$ cat src/rtl/lc_dco_pkg.sv
// lc_dco_pkg: shared constants, phase word type and helper functions for lc_dco
package lc_dco_pkg;
    localparam int DEF_ACC_W = 16;
    typedef logic [DEF_ACC_W-1:0] phase_t;
    function automatic int popcount(input logic [63:0] v);
        int n = 0;
        for (int i = 0; i < 64; i++) n += int'(v[i]);
        return n;
    endfunction
    function automatic bit params_ok(input int sw_w, input int acc_w, input int base, input int step);
        return (base - sw_w * step >= 1) && (longint'(base) <= (longint'(1) << (acc_w - 1)));
    endfunction
endpackage

$ cat src/rtl/lc_dco_capbank.sv
// lc_dco_capbank: maps the capacitor switch word to a phase increment
module lc_dco_capbank import lc_dco_pkg::*; #(
    parameter int SW_Width = 8,
    parameter int ACC_W    = DEF_ACC_W,
    parameter int BASE_INC = 8192,
    parameter int STEP_INC = 512
) (
    input  logic [SW_Width-1:0] sw,
    output logic [ACC_W-1:0]    inc
);
    assign inc = ACC_W'(BASE_INC - popcount(64'(sw)) * STEP_INC);
endmodule

$ cat src/rtl/lc_dco.sv
// lc_dco: phase-accumulator model of an LC DCO with differential square-wave output
module lc_dco import lc_dco_pkg::*; #(
    parameter int SW_Width = 8,
    parameter int ACC_W    = DEF_ACC_W,
    parameter int BASE_INC = 8192,
    parameter int STEP_INC = 512
) (
    input  logic                clk,
    input  logic                rst,
    input  logic [SW_Width-1:0] sw,
    output logic                outp,
    output logic                outn,
    output logic                Ibias
);
    if (!params_ok(SW_Width, ACC_W, BASE_INC, STEP_INC)) begin : g_bad_params
        $error("lc_dco: increment range must stay within 1..2^(ACC_W-1)");
    end
    logic [ACC_W-1:0] inc;
    logic [ACC_W-1:0] inc_q;
    logic [ACC_W-1:0] acc;
    lc_dco_capbank #(
        .SW_Width(SW_Width),
        .ACC_W   (ACC_W),
        .BASE_INC(BASE_INC),
        .STEP_INC(STEP_INC)
    ) u_capbank (
        .sw (sw),
        .inc(inc)
    );
    // acc is never cleared on sw changes so frequency steps stay phase-continuous
    always_ff @(posedge clk) begin
        if (rst) begin
            acc   <= '0;
            inc_q <= ACC_W'(BASE_INC);
            Ibias <= 1'b0;
        end else begin
            acc   <= acc + inc_q;
            inc_q <= inc;
            Ibias <= 1'b1;
        end
    end
    assign outp = acc[ACC_W-1];
    assign outn = ~acc[ACC_W-1];
endmodule

$ cat config.mk
export PLATFORM = sky130hd
export DESIGN_NAME = lc_dco
export DESIGN_NICKNAME = d
export VERILOG_FILES = /design/src/rtl/lc_dco_pkg.sv /design/src/rtl/lc_dco_capbank.sv /design/src/rtl/lc_dco.sv
export SDC_FILE = /design/constraint.sdc
export NUM_CORES = 1
export LEC_CHECK = 0
export ABC_AREA = 1
export ABC_CLOCK_PERIOD_IN_PS = 5000
export CAP_MARGIN = 10
export CORE_ASPECT_RATIO = 1.2
export CORE_UTILIZATION = 50
export CTS_CLUSTER_DIAMETER = 40
export DETAILED_ROUTE_END_ITERATION = 16
export PLACE_DENSITY = 0.75
export REMOVE_ABC_BUFFERS = 1
export SLEW_MARGIN = 30
export SYNTH_ARGS = -nofsm -noshare
export SYNTH_HDL_FRONTEND = slang
export SYNTH_SLANG_ARGS = --single-unit
$ cat constraint.sdc
create_clock -name clk -period 5 [get_ports clk]
set_input_delay 1.5 -clock clk [delete_from_list [all_inputs] [get_ports clk]]
set_output_delay 1.5 -clock clk [all_outputs]
set_load 0.005 [all_outputs]
==> results.md, run 1 <==
* CTS buffer count at 3
* ANT cells at 0
* IO buf count at 12
* Ys Warns at 0
* Final period utilization at between 80% and 90%
* Antenna-violating nets left at 0
* Clk Latency, worst-skew pair at around 280 ps
* Mapped Area at just over 800 um^2
* Dpl cells at between 100 and 150
* Final Hold Fails at 0
* First-pass GRT wire length at about 2.2 mm
* Least-Margin Pin Slew at 213 ps
* WL per Instance at roughly 9.7 um
* Iteration-0 DRC Markers at 13
* Longest Clk Path Bufs at 2
* Clock root buffer: clkbuf_4
* CTS resizes at 0
* Post-CTS Setup Bufs at 0
* I/O pins at 13
* Avg Vias per Cell at around 4.8
* Worst Hold Launch: acc[9]$_SDFF_PP0_
* Cts hold-fix bufs at 0
* Crit path DAT at 4530 ps
* Initial antenna violation count at 0
* Via count at between 600 and 700
* RSZ-0062 raised after global routing: no
* First-pass detailed-route iteration total at 4
* Status: complete, no violations
* Finished Layout Cells at between 100 and 150
* Post-synthesis sequential area ratio at 31.8%
* PwrDens at approximately 430 nW/um^2
* Depth of the most critical reg-to-reg path at 10
* Cell leakage power at approximately 0.54 nW
* Element type at the critical path end: flop
* Reg2reg end: acc[13]$_SDFF_PP0_
* Placed cell area at 960 um^2
* Clock Sink Count at 13
* Netlist cell types at 16
* Post-Syn Instances at roughly 110
* Routability cong. at approximately 0.74
* VDD IR max at approximately 0.19 mV
* Setup TNS at 0 ps
* Core area at about 1500 um^2
* Normalized max-slew margin at a little under nine tenths
* Highest clock rate at ~230 MHz
* R2r startpoint: inc_q[9]$_SDFF_PP0_
* Yosys reg bits at 13
* CP Max Fanout at 2
* Most common cell after layout, fill and taps aside: inv_1
* Largest net degree at the start of global routing at 9
* Total die area at between 1500 and 2000 um^2
* Final setup viols at 0
* CTS tree: yes
* Die Span X at 38.9 um
* WHS Endpoint: acc[9]$_SDFF_PP0_
* Final Routed Wirelength at ~1.3 mm
* Initial cell density of the core at 55.2%
* Fraction of layout cells with a size suffix above 1 at under 10%
* Congestion Overflow GR at 0
* Vias in the first global route at between 500 and 600
* Max Cap Viol at 0
* DIE HEIGHT at approximately 46 um
* Worst setup SP type: input pin
* Num rows at 15
* Kind of critical path: in2reg
* Area growth, synth to finish at 20.5%
* H-tree Lvls at 1
* Most frequent cells in the layout: inv_1, nand2_1, dfxtp_1, nor2_1, clkdlybuf4s50_1
* Required time worst endpoint at just over 5000 ps
* DRC viols at 0
* Clock skew at ~6.8 ps
* Avg Inst Size Synth at between 7 and 8 um^2
* Hold Path Cell Cnt at 3
* Post-layout instance area at between 900 and 1000 um^2
* R2R Setup Slk at 3500 ps
* Overall Global Routing Usage at between 10% and 20%
* Max Slew Vio Count at 0
* Detailed-placement wirelength estimate at about 1.1 mm
* Min Tclk post-route at 4340 ps
* Final nets at between 100 and 150
* Min-delay worst type: reg2reg
* Reg clk slew, reported paths at ~90 ps
worst max-delay path, cell delays in order:
cell and delay (ps):
clkdlybuf4s50_1 410, ha_1 280, inv_1 50, fa_1 490
fa_1 430, fa_1 410, fa_1 480, ha_1 220
and2_1 170, nand2_1 60, nand2_1 40
metrics by stage:
stage,util [%],power (mW),hold slack (ps),setup slack [ps]
4_1_cts,66.5,0.425,557,629
2_1_floorplan,-,0.308,503,886
5_1_grt,66.5,0.469,593,544
3_5_place_dp,64.7,0.357,538,329
3_3_place_gp,64.7,0.347,522,430
6_report,66.5,0.423,549,660
cell families (layout without fill, tap and decap cells):
group	Yosys count	after routing	share of synthesized area, %
AO/OA/AOI/OAI	6	6	3.67
XOR/XNOR	1	1	1.07
flip-flops	13	13	31.8
buffers and inverters	27	43	14.1
AND/OR/NAND/NOR	45	45	23.4
adder cells (fa/ha/maj)	14	14	26.0
layer usage:
layer / wire length, um / up-vias / GRT usage (%)
met2: 718 / 14 / 33.0
met1: 552 / 305 / 18.0
met4: 48 / 0 / 15.9
li1: - / 349 / -
met5: 0 / - / 0
met3: 26 / 4 / 5.80
Yosys cell counts:
library cell,n,share of area (%)
inv_1,26,12
nand2_1,22,10
dfxtp_1,13,32
nor2_1,13,6.0
ha_1,9,14
a21oi_1,5,3.1
fa_1,5,12
nand3_1,4,2.4
and2_1,2,1.5
and2_4,1,1.1
bufinv_8,1,2.1
nand2_2,1,0.77
nand4_1,1,0.77
o21ai_0,1,0.61
or2_1,1,0.77
xor2_1,1,1.1
power by group:
part	switching (mW)	leakage (nW)	total (mW)	internal, mW
Combinational	0.112	0.419	0.204	0.0918
Sequential	0.0139	0.108	0.152	0.138
Clock	0.0362	0.0150	0.0672	0.0310
sequential cells by signal, indices dropped and copies added, names as in the netlist:
| signal | cells |
|---|---|
| Ibias | 1 |
| acc | 7 |
| inc_q | 5 |
final cells by class:
| class | instances | area [um^2] |
|---|---|---|
| Inverter | 27 | 115 |
| Tap cell | 17 | 21.3 |
| Multi-Input combinational cell | 66 | 443 |
| Fill cell | 132 | 497 |
| Timing Repair Buffer | 12 | 120 |
| Clock buffer | 4 | 26.3 |
| Sequential cell | 13 | 260 |
worst max path at each step:
stage / start / endpoint / cells after the start
final: sw[0] / inc_q[13]$_SDFF_PP1_ / 11
after global routing: sw[0] / inc_q[13]$_SDFF_PP1_ / 11
after CTS: sw[0] / inc_q[13]$_SDFF_PP1_ / 11
after detailed placement: sw[0] / inc_q[13]$_SDFF_PP1_ / 11
after global placement: sw[0] / inc_q[13]$_SDFF_PP1_ / 11
after floorplan: sw[0] / inc_q[13]$_SDFF_PP1_ / 10
Power figures use the tool's default switching activity.
==> run 2, diff against run 1 <==
- ABC_CLOCK_PERIOD_IN_PS: 5000 -> 5300
- clock period: 5 -> 5.3 ns (I/O delays scaled with it)
==> run 2 against run 1 <==
Effect of this change: clock power is 7.9% lower; die area did not move; non-clock buffer count is the same; register-to-register slack better by 300 ps; flip-flop and latch count did not move; clock skew decreased by 0.70 ps; worst setup slack improved by 190 ps; critical path type unchanged; largest cell class unchanged; largest power group unchanged.
==> results.md, run 2 (synthesis gave the netlist of run 1 again) <==
* Min-delay worst type: reg2reg
* PwrDens at 405 nW/um^2
* Highest clock rate at 225 MHz
* Area growth, synth to finish at 20.5%
* Final Hold Fails at 0
* Total power at 0.399 mW
* Antenna-violating nets left at 0
* Die Span X at 38.9 um
* CTS resizes at 0
* Placed cell area at about 960 um^2
* Required time worst endpoint at around 5500 ps
* DRC viols at 0
* NetSw at 0.153 mW
* Status: complete, no violations
* Clock power frac at 15.5%
* Largest net degree at the start of global routing at 9
* Total die area at roughly 1800 um^2
* Longest Clk Path Bufs at 2
* Final period utilization at between 80 and 90%
* DIE HEIGHT at approximately 46 um
* Cts hold-fix bufs at 0
* Initial antenna violation count at 0
* Post-layout instance area at between 900 and 1000 um^2
* Filler cells at around 130
* Place WS at about 540 ps
* Iteration-0 DRC Markers at 11
* Clock Sink Count at 13
* Max reg flops at 7
* Overall Global Routing Usage at 19.3%
* Clock root buffer: clkbuf_4
* Worst setup SP type: input pin
* Final setup viols at 0
* Multi-input gate area in the final layout at 443 um^2
* Routability cong. at about 0.74
* Normalized max-slew margin at approximately 85%
* Worst Hold Launch: acc[9]$_SDFF_PP0_
* I/O pins at 13
* Via count at 674
* Clock skew at 6.15 ps
* Final Routed Wirelength at around 1.4 mm
* Kind of critical path: in2reg
* Fraction of layout cells with a size suffix above 1 at under 10%
* Hold Path Cell Cnt at 3
* Post-CTS Setup Bufs at 0
* Avg Vias per Cell at roughly 4.8
* Least-Margin Pin Slew at roughly 220 ps
* Cell Int Power at between 0.2 and 0.25 mW
* Most common cell after layout, fill and taps aside: inv_1
* Setup TNS at 0 ps
* CTS buffer count at 3
* Max Slew Vio Count at 0
* FF/Latch Area at ~260 um^2
* Min Tclk post-route at about 4400 ps
* VDD IR max at around 0.18 mV
* Final WS setup at approximately 850 ps
* Finished Layout Cells at 139
* First-pass GRT wire length at ~2.3 mm
* Initial cell density of the core at 55.2%
* CTS tree: yes
* First-pass detailed-route iteration total at 4
* ANT cells at 0
* Cell leakage power at ~0.54 nW
* Sw frac at 38.3%
* Clk Latency, worst-skew pair at 280 ps
* Gate power share at 48.6%
* Element type at the critical path end: flop
* Sequential share of power at between 30 and 40%
* Biggest register: acc
* Max Cap Viol at 0
* Detailed-placement wirelength estimate at roughly 1.2 mm
* Final nets at 147
* Most frequent cells in the layout: inv_1, nand2_1, dfxtp_1, nor2_1, clkdlybuf4s50_1
* Worst setup path startpoint: sw[0]
* Largest regs: acc: 7 flops, inc_q: 5 flops, Ibias: 1 flops
* IO buf count at 12
* Num rows at 15
* Dpl cells at ~140
* R2r startpoint: inc_q[9]$_SDFF_PP0_
* Crit path DAT at 4630 ps
* Congestion Overflow GR at 0
* Reg clk slew, reported paths at about 80 ps
* CP Max Fanout at 2
* Vias in the first global route at between 500 and 600
* WL per Instance at approximately 10 um
* Depth of the most critical reg-to-reg path at 10
* H-tree Lvls at 1
* RSZ-0062 raised after global routing: no
* Core area at 1480 um^2
[run 2: cell counts in the layout (fill, tap and decap cells not counted)]
No cell type changed its count.
[run 2: through the flow]
stage | utilization, % | hold slack [ps]
floorplan | - | 503
global placement | 64.7 | 522
detailed placement | 64.7 | 538
CTS | 66.5 | 557
global route | 66.5 | 593
finish | 66.5 | 550
[run 2: per-layer routing]
layer / global-route usage [%] / routed length [um] / vias up / share of wire [%]
met4: 15.9 / 51 / 0 / 3.7
met1: 19.5 / 572 / 303 / 41
li1: - / - / 347 / -
met3: 2.90 / 40 / 4 / 2.9
met5: 0 / 0 / - / 0
met2: 34.0 / 726 / 20 / 52
[run 2: power groups by stage]
stage          Sequential (mW)  Clock, mW  Combinational [mW]
5_1_grt                  0.146     0.0679               0.230
4_1_cts                  0.144     0.0625               0.194
3_3_place_gp             0.144          0               0.183
2_1_floorplan            0.142          0               0.148
6_report                 0.143     0.0619               0.194
3_5_place_dp             0.146          0               0.192
[run 2: final cells by class]
type | instances | share of cell area (%)
inverter | 27 | 11.7
clock buffer | 4 | 2.66
multi-input combinational | 66 | 44.9
tap | 17 | 2.16
sequential | 13 | 26.4
timing repair buffer | 12 | 12.2
[run 2: worst max-delay path, stage by stage]
cell and delay, ps:
clkdlybuf4s50_1 410, ha_1 300, inv_1 70, fa_1 420, fa_1 460, fa_1 410
fa_1 480, ha_1 230, and2_1 170, nand2_1 60, nand2_1 40
[run 2: worst paths after layout]
path	endpoint	slack, ps
max reg2reg	acc[13]$_SDFF_PP0_	3800
max	inc_q[13]$_SDFF_PP1_	850
min	acc[9]$_SDFF_PP0_	550
min reg2reg	acc[9]$_SDFF_PP0_	550
